<file path="src/rtl/ps2_kbd_pkg.sv">
`default_nettype none
// ============================================================================
// Module      : ps2_kbd_pkg
// Description : Shared PS/2 Set-2 scan-code constants, ASCII control codes
//               and the decoder FSM state encoding.
// Revision    : 1.0 - initial release
// ============================================================================
package ps2_kbd_pkg;

  // Scan-code prefixes and modifier keys (Set 2)
  localparam logic [7:0] SC_BREAK  = 8'hF0;
  localparam logic [7:0] SC_EXT    = 8'hE0;
  localparam logic [7:0] SC_LSHIFT = 8'h12;
  localparam logic [7:0] SC_RSHIFT = 8'h59;
  localparam logic [7:0] SC_CAPS   = 8'h58;
  localparam logic [7:0] SC_ENTER  = 8'h5A;

  // ASCII control characters
  localparam logic [7:0] ASCII_CR  = 8'h0D;
  localparam logic [7:0] ASCII_BS  = 8'h08;
  localparam logic [7:0] ASCII_TAB = 8'h09;
  localparam logic [7:0] ASCII_SP  = 8'h20;

  // Prefix-tracking FSM
  typedef logic [1:0] state_t;
  localparam state_t ST_IDLE    = 2'd0;  // expecting a make code or prefix
  localparam state_t ST_BRK     = 2'd1;  // after F0
  localparam state_t ST_EXT     = 2'd2;  // after E0
  localparam state_t ST_EXT_BRK = 2'd3;  // after E0 F0

endpackage
`default_nettype wire

</file>
<file path="src/rtl/ps2_scancode_rom.sv">
`default_nettype none
// ============================================================================
// Module      : ps2_scancode_rom
// Description : Combinational Set-2 make-code to ASCII lookup. Letters obey
//               Shift XOR Caps; digits and symbols obey Shift only.
// Revision    : 1.0 - initial release
// ============================================================================
module ps2_scancode_rom
    import ps2_kbd_pkg::*;
(
    input  logic [7:0] code_i,
    input  logic       shift_i,
    input  logic       caps_i,
    output logic [7:0] ascii_o,
    output logic       hit_o
);

    logic       w_is_letter;
    logic [7:0] w_lo_ch;
    logic [7:0] w_hi_ch;

    // Table lookup: {hit, letter, unshifted, shifted}
    always_comb begin
        {hit_o, w_is_letter, w_lo_ch, w_hi_ch} = 18'd0;
        case (code_i)
            8'h1C: {hit_o, w_is_letter, w_lo_ch, w_hi_ch} = {2'b11, "a", "A"};
            8'h32: {hit_o, w_is_letter, w_lo_ch, w_hi_ch} = {2'b11, "b", "B"};
            8'h21: {hit_o, w_is_letter, w_lo_ch, w_hi_ch} = {2'b11, "c", "C"};
            8'h23: {hit_o, w_is_letter, w_lo_ch, w_hi_ch} = {2'b11, "d", "D"};
            8'h24: {hit_o, w_is_letter, w_lo_ch, w_hi_ch} = {2'b11, "e", "E"};
            8'h2B: {hit_o, w_is_letter, w_lo_ch, w_hi_ch} = {2'b11, "f", "F"};
            8'h34: {hit_o, w_is_letter, w_lo_ch, w_hi_ch} = {2'b11, "g", "G"};
            8'h33: {hit_o, w_is_letter, w_lo_ch, w_hi_ch} = {2'b11, "h", "H"};
            8'h43: {hit_o, w_is_letter, w_lo_ch, w_hi_ch} = {2'b11, "i", "I"};
            8'h3B: {hit_o, w_is_letter, w_lo_ch, w_hi_ch} = {2'b11, "j", "J"};
            8'h42: {hit_o, w_is_letter, w_lo_ch, w_hi_ch} = {2'b11, "k", "K"};
            8'h4B: {hit_o, w_is_letter, w_lo_ch, w_hi_ch} = {2'b11, "l", "L"};
            8'h3A: {hit_o, w_is_letter, w_lo_ch, w_hi_ch} = {2'b11, "m", "M"};
            8'h31: {hit_o, w_is_letter, w_lo_ch, w_hi_ch} = {2'b11, "n", "N"};
            8'h44: {hit_o, w_is_letter, w_lo_ch, w_hi_ch} = {2'b11, "o", "O"};
            8'h4D: {hit_o, w_is_letter, w_lo_ch, w_hi_ch} = {2'b11, "p", "P"};
            8'h15: {hit_o, w_is_letter, w_lo_ch, w_hi_ch} = {2'b11, "q", "Q"};
            8'h2D: {hit_o, w_is_letter, w_lo_ch, w_hi_ch} = {2'b11, "r", "R"};
            8'h1B: {hit_o, w_is_letter, w_lo_ch, w_hi_ch} = {2'b11, "s", "S"};
            8'h2C: {hit_o, w_is_letter, w_lo_ch, w_hi_ch} = {2'b11, "t", "T"};
            8'h3C: {hit_o, w_is_letter, w_lo_ch, w_hi_ch} = {2'b11, "u", "U"};
            8'h2A: {hit_o, w_is_letter, w_lo_ch, w_hi_ch} = {2'b11, "v", "V"};
            8'h1D: {hit_o, w_is_letter, w_lo_ch, w_hi_ch} = {2'b11, "w", "W"};
            8'h22: {hit_o, w_is_letter, w_lo_ch, w_hi_ch} = {2'b11, "x", "X"};
            8'h35: {hit_o, w_is_letter, w_lo_ch, w_hi_ch} = {2'b11, "y", "Y"};
            8'h1A: {hit_o, w_is_letter, w_lo_ch, w_hi_ch} = {2'b11, "z", "Z"};
            8'h16: {hit_o, w_is_letter, w_lo_ch, w_hi_ch} = {2'b10, "1", "!"};
            8'h1E: {hit_o, w_is_letter, w_lo_ch, w_hi_ch} = {2'b10, "2", "@"};
            8'h26: {hit_o, w_is_letter, w_lo_ch, w_hi_ch} = {2'b10, "3", "#"};
            8'h25: {hit_o, w_is_letter, w_lo_ch, w_hi_ch} = {2'b10, "4", 8'h24};
            8'h2E: {hit_o, w_is_letter, w_lo_ch, w_hi_ch} = {2'b10, "5", "%"};
            8'h36: {hit_o, w_is_letter, w_lo_ch, w_hi_ch} = {2'b10, "6", "^"};
            8'h3D: {hit_o, w_is_letter, w_lo_ch, w_hi_ch} = {2'b10, "7", "&"};
            8'h3E: {hit_o, w_is_letter, w_lo_ch, w_hi_ch} = {2'b10, "8", "*"};
            8'h46: {hit_o, w_is_letter, w_lo_ch, w_hi_ch} = {2'b10, "9", "("};
            8'h45: {hit_o, w_is_letter, w_lo_ch, w_hi_ch} = {2'b10, "0", ")"};
            8'h0E: {hit_o, w_is_letter, w_lo_ch, w_hi_ch} = {2'b10, 8'h60, "~"};
            8'h4E: {hit_o, w_is_letter, w_lo_ch, w_hi_ch} = {2'b10, "-", "_"};
            8'h55: {hit_o, w_is_letter, w_lo_ch, w_hi_ch} = {2'b10, "=", "+"};
            8'h54: {hit_o, w_is_letter, w_lo_ch, w_hi_ch} = {2'b10, "[", "{"};
            8'h5B: {hit_o, w_is_letter, w_lo_ch, w_hi_ch} = {2'b10, "]", "}"};
            8'h5D: {hit_o, w_is_letter, w_lo_ch, w_hi_ch} = {2'b10, 8'h5C, "|"};
            8'h4C: {hit_o, w_is_letter, w_lo_ch, w_hi_ch} = {2'b10, ";", ":"};
            8'h52: {hit_o, w_is_letter, w_lo_ch, w_hi_ch} = {2'b10, 8'h27, 8'h22};
            8'h41: {hit_o, w_is_letter, w_lo_ch, w_hi_ch} = {2'b10, ",", "<"};
            8'h49: {hit_o, w_is_letter, w_lo_ch, w_hi_ch} = {2'b10, ".", ">"};
            8'h4A: {hit_o, w_is_letter, w_lo_ch, w_hi_ch} = {2'b10, "/", "?"};
            8'h29: {hit_o, w_is_letter, w_lo_ch, w_hi_ch} = {2'b10, ASCII_SP,  ASCII_SP};
            8'h5A: {hit_o, w_is_letter, w_lo_ch, w_hi_ch} = {2'b10, ASCII_CR,  ASCII_CR};
            8'h66: {hit_o, w_is_letter, w_lo_ch, w_hi_ch} = {2'b10, ASCII_BS,  ASCII_BS};
            8'h0D: {hit_o, w_is_letter, w_lo_ch, w_hi_ch} = {2'b10, ASCII_TAB, ASCII_TAB};
            default: {hit_o, w_is_letter, w_lo_ch, w_hi_ch} = 18'd0;
        endcase
    end

    // Case selection: Caps only affects letters
    always_comb begin
        if (w_is_letter) begin
            ascii_o = (shift_i ^ caps_i) ? w_hi_ch : w_lo_ch;
        end else begin
            ascii_o = shift_i ? w_hi_ch : w_lo_ch;
        end
    end

endmodule
`default_nettype wire

</file>
<file path="src/rtl/ps2_ascii_decoder.sv">
`default_nettype none
// ============================================================================
// Module      : ps2_ascii_decoder
// Description : PS/2 Set-2 scan-code stream to ASCII. Tracks F0/E0 prefixes,
//               Shift and Caps Lock, optional auto-repeat suppression, and
//               emits one ASCII byte with a one-cycle strobe per key press.
// Revision    : 1.0 - initial release
// ============================================================================
module ps2_ascii_decoder
  import ps2_kbd_pkg::*;
#(
  parameter int unsigned FILTER_REPEAT = 0
) (
  input  logic       clk,
  input  logic       rst,
  input  logic [7:0] code_i,
  input  logic       code_valid_i,
  output logic [7:0] ascii_o,
  output logic       ascii_valid_o,
  output logic       shift_o,
  output logic       caps_o
);

  state_t     state_q, state_d;
  logic       lshift_q, lshift_d;
  logic       rshift_q, rshift_d;
  logic       caps_q, caps_d;
  logic       caps_held_q, caps_held_d;
  logic [7:0] last_q, last_d;
  logic [7:0] ascii_q, ascii_d;
  logic       valid_q, valid_d;

  logic [7:0] rom_ascii;
  logic       rom_hit;

  ps2_scancode_rom u_rom (
    .code_i  (code_i),
    .shift_i (shift_o),
    .caps_i  (caps_q),
    .ascii_o (rom_ascii),
    .hit_o   (rom_hit)
  );

  // Next-state: prefix FSM, modifier tracking and character emission
  always_comb begin
    state_d     = state_q;
    lshift_d    = lshift_q;
    rshift_d    = rshift_q;
    caps_d      = caps_q;
    caps_held_d = caps_held_q;
    last_d      = last_q;
    ascii_d     = ascii_q;
    valid_d     = 1'b0;
    if (code_valid_i) begin
      case (state_q)
        ST_IDLE: begin
          if (code_i == SC_BREAK) begin
            state_d = ST_BRK;
          end else if (code_i == SC_EXT) begin
            state_d = ST_EXT;
          end else if (code_i == SC_LSHIFT) begin
            lshift_d = 1'b1;
          end else if (code_i == SC_RSHIFT) begin
            rshift_d = 1'b1;
          end else if (code_i == SC_CAPS) begin
            // Typematic repeats of a held Caps key must not re-toggle
            if (!caps_held_q) begin
              caps_d = ~caps_q;
            end
            caps_held_d = 1'b1;
          end else if (rom_hit) begin
            if (!((FILTER_REPEAT != 0) && (code_i == last_q))) begin
              ascii_d = rom_ascii;
              valid_d = 1'b1;
              last_d  = code_i;
            end
          end
        end
        ST_EXT: begin
          if (code_i == SC_BREAK) begin
            state_d = ST_EXT_BRK;
          end else begin
            state_d = ST_IDLE;
            // Keypad Enter is the only extended key that prints
            if (code_i == SC_ENTER) begin
              ascii_d = ASCII_CR;
              valid_d = 1'b1;
            end
          end
        end
        ST_BRK: begin
          state_d = ST_IDLE;
          if (code_i == SC_LSHIFT) lshift_d = 1'b0;
          if (code_i == SC_RSHIFT) rshift_d = 1'b0;
          if (code_i == SC_CAPS)   caps_held_d = 1'b0;
          if (code_i == last_q)    last_d = 8'h00;
        end
        default: begin  // ST_EXT_BRK
          state_d = ST_IDLE;
          if (code_i == last_q) last_d = 8'h00;
        end
      endcase
    end
  end

  // State registers; reset overrides any concurrent strobe
  always_ff @(posedge clk) begin
    if (rst) begin
      state_q     <= ST_IDLE;
      lshift_q    <= 1'b0;
      rshift_q    <= 1'b0;
      caps_q      <= 1'b0;
      caps_held_q <= 1'b0;
      last_q      <= 8'h00;
      ascii_q     <= 8'h00;
      valid_q     <= 1'b0;
    end else begin
      state_q     <= state_d;
      lshift_q    <= lshift_d;
      rshift_q    <= rshift_d;
      caps_q      <= caps_d;
      caps_held_q <= caps_held_d;
      last_q      <= last_d;
      ascii_q     <= ascii_d;
      valid_q     <= valid_d;
    end
  end

  assign ascii_o       = ascii_q;
  assign ascii_valid_o = valid_q;
  assign shift_o       = lshift_q | rshift_q;
  assign caps_o        = caps_q;

endmodule
`default_nettype wire
</file>
<file path="config.mk">
export PLATFORM = sky130hd
export DESIGN_NAME = ps2_ascii_decoder
export DESIGN_NICKNAME = d
export VERILOG_FILES = /design/src/rtl/ps2_kbd_pkg.sv /design/src/rtl/ps2_scancode_rom.sv /design/src/rtl/ps2_ascii_decoder.sv
export SDC_FILE = /design/constraint.sdc
export NUM_CORES = 1
export LEC_CHECK = 0
export BUFFER_PORTS_ARGS = -buffer_cell sky130_fd_sc_hd__clkbuf_2
export CORE_ASPECT_RATIO = 2
export CORE_UTILIZATION = 55
export CTS_CLUSTER_SIZE = 40
export DETAILED_ROUTE_END_ITERATION = 8
export PLACE_DENSITY = 0.75
export SETUP_SLACK_MARGIN = 0.2
export SKIP_CTS_REPAIR_TIMING = 1
export SYNTH_ARGS = -nofsm -noshare
export SYNTH_HDL_FRONTEND = slang
export SYNTH_SLANG_ARGS = --single-unit
</file>
<file path="constraint.sdc">
create_clock -name clk -period 2.5 [get_ports clk]
set_input_delay 0 -clock clk [delete_from_list [all_inputs] [get_ports clk]]
set_output_delay 0 -clock clk [all_outputs]
set_load 0.02 [all_outputs]
</file>
=== Yosys cells after proc, flatten, opt, wreduce, memory -nomap -nowiden ===
Memories as Yosys holds them, arrays and structs flattened.
Index checks and enable logic that the tools add are counted.

* Register bits: 15
* Bits in read-only memories: 2048
* Bits of input ports: 11
* Output and inout port bits: 11
* Logic and storage cells: 94
* Memories kept: 1

* Equal/unequal tests: 23
* Muxes and demuxes: 44
* Bitwise logic cells: 9
* Reduce and logical (&&, ||, !) cells: 10

{| class="wikitable"
|+ Memories
! memory !! depth !! bits a word !! read ports !! clocked after memory_dff !! wr ports !! line !! RTL
|-
| (no name shown) || 128 || 16 || 1 || 0 || 0 || ps2_scancode_rom.sv:25 || <nowiki>case (code_i)</nowiki>
|}

{| class="wikitable"
|+ Operators with widths
! operator !! count
|-
| 8-bit 2-to-1 mux || 11
|-
| 2-bit != test, second input constant || 14
|-
| 8-bit by 7-bit equality test with 1-bit output, second input constant || 3
|-
| 1-bit 2-to-1 mux || 23
|-
| 18-bit 2-to-1 mux || 1
|-
| 8-bit equality test, second input constant || 2
|-
| 8-bit one-hot mux with 2 select lines || 1
|-
| 8-bit AND reduction || 2
|-
| 10-bit AND reduction || 1
|-
| 8-bit by 5-bit equality test with 1-bit output, second input constant || 1
|-
| 1-bit one-hot mux with 2 select lines || 4
|-
| 1-bit inverter || 7
|-
| 7-bit AND reduction || 1
|-
| 2-bit 2-to-1 mux || 3
|-
| 6-bit AND reduction || 1
|-
| 2-bit one-hot mux with 2 select lines || 1
|-
| 2-bit nonzero test || 2
|-
| 3-bit != test, second input constant || 1
|-
| 2-bit by 1-bit equality test with 1-bit output, second input constant || 1
|-
| 2-bit equality test, second input constant || 1
|-
| 2-bit zero test || 1
|-
| 2-bit AND reduction || 1
|-
| 2-bit OR reduction || 1
|-
| 1-bit OR || 1
|-
| 1-bit XOR || 1
|}

=== Depth between registers and ports, before layout ===
* Depth after elaboration: 11
* Gate-level depth with buffers: 12
* Gate-level depth less buffers: 9

=== Hierarchy ===
Synthesis repeated with hierarchy kept, for this count alone.

* Cell total of the unflattened synthesis: 371
* Area, all modules: 2618.8 um^2

{| class="wikitable"
|+ Modules (own cells, without submodules)
! module !! instances !! cells an instance !! area each (um^2) !! sequential area each (um^2)
|-
| ps2_scancode_rom || 1 || 277 || 1783.0 || 0.0
|-
| ps2_ascii_decoder || 1 || 94 || 835.8 || 300.3
|}

=== Least setup slack after synthesis ===
OpenSTA, ideal clock, no wires.

* Kind: in2reg
* From: input port code_i[1]
* To: register ascii_q[6] (netlist: ascii_o[6])
* Setup time: 0.117 ns
* Arrival time: 2.027 ns
* Required time: 2.383 ns
* Slack: 0.356 ns
* Cell stages on the path: 10
* Buffers on the path: 2
* Cells stage by stage: inv_1 -> ha_1 -> buf_2 -> mux4_2 -> and3_4 -> nand3_2 -> nand4_2 -> buf_6 -> or3_1 -> a32o_1

* Longest elaborated chain between the ends: 11
* Elaborated cells between the ends (all ways): 27
* Those cells by class: eq/ne: 14; mux: 11; reduce/logical: 1; memory: 1

{| class="wikitable"
|+ RTL lines
! item !! line !! RTL
|-
| start, declared || ps2_ascii_decoder.sv:16 || <nowiki>input logic [7:0] code_i,</nowiki>
|-
| memory 128 x 16 bit || - ||
|-
| 18-bit 2-to-1 mux || ps2_scancode_rom.sv:25 ||
|-
| 8-bit 2-to-1 mux (on tied branches) || ps2_scancode_rom.sv:86, ps2_scancode_rom.sv:84 ||
|-
| 8-bit 2-to-1 mux || ps2_scancode_rom.sv:83 || <nowiki>if (w_is_letter) begin</nowiki>
|-
| 8-bit 2-to-1 mux || ps2_ascii_decoder.sv:71 || <nowiki>end else if (rom_hit) begin</nowiki>
|-
| 8-bit 2-to-1 mux || ps2_ascii_decoder.sv:65 || <nowiki>end else if (code_i == SC_CAPS) begin</nowiki>
|-
| 8-bit 2-to-1 mux || ps2_ascii_decoder.sv:63 || <nowiki>end else if (code_i == SC_RSHIFT) begin</nowiki>
|-
| 8-bit 2-to-1 mux || ps2_ascii_decoder.sv:61 || <nowiki>end else if (code_i == SC_LSHIFT) begin</nowiki>
|-
| 8-bit 2-to-1 mux || ps2_ascii_decoder.sv:59 || <nowiki>end else if (code_i == SC_EXT) begin</nowiki>
|-
| 8-bit 2-to-1 mux || ps2_ascii_decoder.sv:57 || <nowiki>if (code_i == SC_BREAK) begin</nowiki>
|-
| 8-bit one-hot mux with 2 select lines || ps2_ascii_decoder.sv:55 || <nowiki>case (state_q)</nowiki>
|-
| end signal, assigned || ps2_ascii_decoder.sv:124 || <nowiki>ascii_q <= ascii_d;</nowiki>
|-
| end, declared || ps2_ascii_decoder.sv:30 || <nowiki>logic [7:0] ascii_q, ascii_d;</nowiki>
|}

Parallel ways exist; a longest one is shown, timed or not. The select of a mux whose other input is x is not followed.
A chain may end at the register's enable or synchronous reset.

=== Worst setup path after layout ===
* From: input port code_i[1]
* To: register ascii_q[0] (netlist: ascii_o[0])

Same word-level chain as after synthesis.

==> summary.txt <==
Outcome
  – Run status: completed

STA
  – Fmax: about 460 MHz
  – Final setup viols: 0
  – Slew Limit Fails: 0
  – Pin slew with the least headroom to its limit: slightly below 600 ps
  – Layout Skew: about 2.0 ps
  – Final period util: slightly below 90%
  – Fin Setup TNS: 0 ps
  – Final Critical Period: approximately 2200 ps
  – Unrepaired setup endpoints after global routing: false
  – Relative slew slack: 61.0%
  – Final Hold Viols: 0

Clocking
  – CTS tree: done
  – Clock Sinks: 14
  – Clock-pin slew on the worst setup and hold paths: 60 ps
  – CTS Buf Count: 3
  – Worst skew pair latency: roughly 250 ps
  – Root Driver: clkbuf_8
  – Clock H-tree levels: 1
  – Clock buffer depth: 2

Synthesis
  – Top_reg_cell synth: dfxtp_1
  – Syn_nets: ~370
  – Synth Area per Inst: 6.93 um2
  – Compound-gate portion of the synthesized area: around two fifths
  – Seq cells post-synth: 14
  – Number of synthesized flops with an enable pin: 0
  – Mapped Cells: ~350
  – Yosys cell types: 72
  – Mux contribution to synthesized area: 4.26%
  – Netlist Area Pre-Place: ~2400 um2
  – Largest family of logic cells by synthesized area: compound AO/OA/AOI/OAI gates
  – Adder-cell share of the synthesized area: 4.15%
  – Yosys top cell area share: 11.6%
  – Async SR Flop Fraction: 0%
  – Simple-gate share of the synthesized area: a little under a third
  – Seq/Total Area, Yosys: 11.6%
  – Area contributors post-synth: dfxtp_1 (12%), a21oi_1 (7.5%), o21ai_0 (5.6%), nor2_1 (5.0%), nand2_1 (4.4%)
  – Yosys warns: 0
  – XOR/XNOR Fraction of Synth Area: 0.727%
  – Area leader, netlist: dfxtp_1

Cells and area
  – Layout cell share with drive strength beyond 1: a little under a quarter
  – Area occupied by multi-input gates: roughly 1900 um2
  – Total Nets Final: just under 400
  – Cell area after layout: 2740 um2
  – Most frequent cells in the layout: a21oi_1 (35), buf_4 (35), nor2_1 (32), nand2_1 (28), o21ai_0 (27)
  – Final non-filler cell total: between 400 and 500
  – Synthesis-to-layout area growth: 13.6%
  – Fillers: just under 400
  – # diodes: 0
  – Register Area: 280 um2

GRT
  – Global Route Usage Sum: between 40% and 50%
  – First-pass GRT wire length: roughly 15 mm
  – Vias in the first global route: 2,934
  – Largest net degree at the start of global routing: 49
  – Initial antenna violation count: 0
  – GR Overflow Total: 0

Route
  – 1st-iter DRT viols: approximately 250
  – Residual DRC: 0
  – Via density: between 7 and 8
  – DR WL/cell: 22.6 um
  – Final wirelength: 9.69 mm
  – Number of detailed-route iterations in the first pass: 5
  – Antenna Nets Post-Route: 0
  – Vias: slightly above 3,000

Setup path
  – Worst setup path class: in2reg
  – Type of origin of the critical path: input port
  – Req. time, crit path: 2650 ps
  – Arrival time of the worst setup path: between 2000 and 2500 ps
  – Worst-path maximum fanout: 8
  – Endpoint class of the critical path: flip-flop

Floorplanning
  – Initial core utilization: between 50% and 60%
  – Die area: roughly 4700 um2
  – Die X: 48.8 um
  – IO Pins: 22
  – Core ar.: between 4000 and 5000 um2
  – # rows: 33
  – Die height: 95.6 um

Power and ir drop
  – P_sw: 0.000345 W
  – Internal: just under 0.0005 W
  – Leakage: approximately 1.1 nW
  – Sequential share of power: between 20% and 30%
  – PD cells: 306 nW/um2
  – Max VDD drop: 0.000322 V
  – Clock Power Share: 22.0%
  – Part of the power in combinational logic: between 50% and 60%
  – Switching Fraction: ~41%

Placement
  – Area after DPL: 2690 um2
  – DP HPWL: 7.55 mm
  – PortBufs: 20
  – GP Congestion: between 1 and 1.5
  – Placed insts: around 430

Job
  – Number of max-cap violations: 0

Hold path
  – Worst hold path class: in2reg
[Yosys cell counts (all sizes together) (3+ instances only)]
library cell  number
a211o              4
a211oi             8
a21o               3
a21oi             36
a311oi             4
a31oi              3
a32o               4
a41oi              3
and2               3
and2b              3
and3               5
buf               21
clkbuf            10
dfxtp             14
ha                 8
inv                8
mux2i              8
nand2             30
nand2b            13
nand3              9
nand3b             3
nand4              3
nor2              33
nor2b              7
nor3              11
o211ai            11
o21a               3
o21ai             29
o22ai              5
o311ai             3
o31ai              3
or2                6
or3                3
[worst paths after layout]
check	startpoint	end	slack [ps]	depth (start not counted)
worst max-delay path	code_i[1]	ascii_o[0]	330	13
worst min-delay path	code_valid_i	state_q[0]	80	4
worst max register to register	lshift_q	ascii_o[6]	670	6
worst min register to register	ascii_o[4]	ascii_o[4]	470	1
[final cells by class]
class / instances / share of cell area, %
Multi-Input combinational cell: 294 / 70.7
Timing Repair Buffer: 56 / 14.0
Clock buffer: 3 / 1.51
Tap cell: 52 / 2.38
Sequential cell: 14 / 10.2
Inverter: 9 / 1.23
[critical path: stages]
cell,delay [ps]
clkbuf_2,90
inv_1,150
buf_4,160
ha_1,280
buf_4,230
nand2_1,90
a211o_1,310
a21oi_1,230
o41ai_2,160
a21oi_2,190
buf_4,150
nor2_1,40
a211oi_1,240
[metal layers]
metal / track usage (%) / vias up / routed length, um
li1: - / 1364 / -
met1: 44.3 / 1371 / 3220
met2: 78.5 / 214 / 4790
met3: 8.61 / 67 / 774
met4: 35.8 / 0 / 907
met5: 0 / - / 0
[registers in the layout, indices dropped and copies added (netlist names)]
signal,flops
caps_o,1
rshift_q,1
caps_held_q,1
lshift_q,1
ascii_valid_o,1
state_q,2
ascii_o,7
[kinds of logic (layout without fill, tap and decap cells)]
family / Yosys count / count (layout)
adders and majority gates: 8 / 8
other: 1 / 1
DFF: 14 / 14
muxes: 9 / 9
buffers and inverters: 40 / 68
AOI/OAI and AO/OA: 136 / 136
and+or+nand+nor: 138 / 138
xor gates and xnor gates: 2 / 2
[power groups by stage]
stage,sequential [W],clock [W],combinational (W)
final,0.000231,0.000184,0.000422
after detailed placement,0.000236,0,0.000403
after floorplan,0.000241,0,0.000263
after global routing,0.000231,0.000191,0.000447
after CTS,0.000231,0.000185,0.000405
after global placement,0.000235,0,0.000404
[per-stage QoR]
stage	worst slack (ps)	power [W]	hold slack, ps	util, %
3_3_place_gp	123	0.000640	331	65.0
2_1_floorplan	356	0.000504	214	-
3_5_place_dp	56.2	0.000638	337	65.0
4_1_cts	297	0.000820	79.2	66.0
5_1_grt	235	0.000869	104	66.3
6_report	333	0.000837	79.5	66.3
Power figures use the tool's default switching activity.
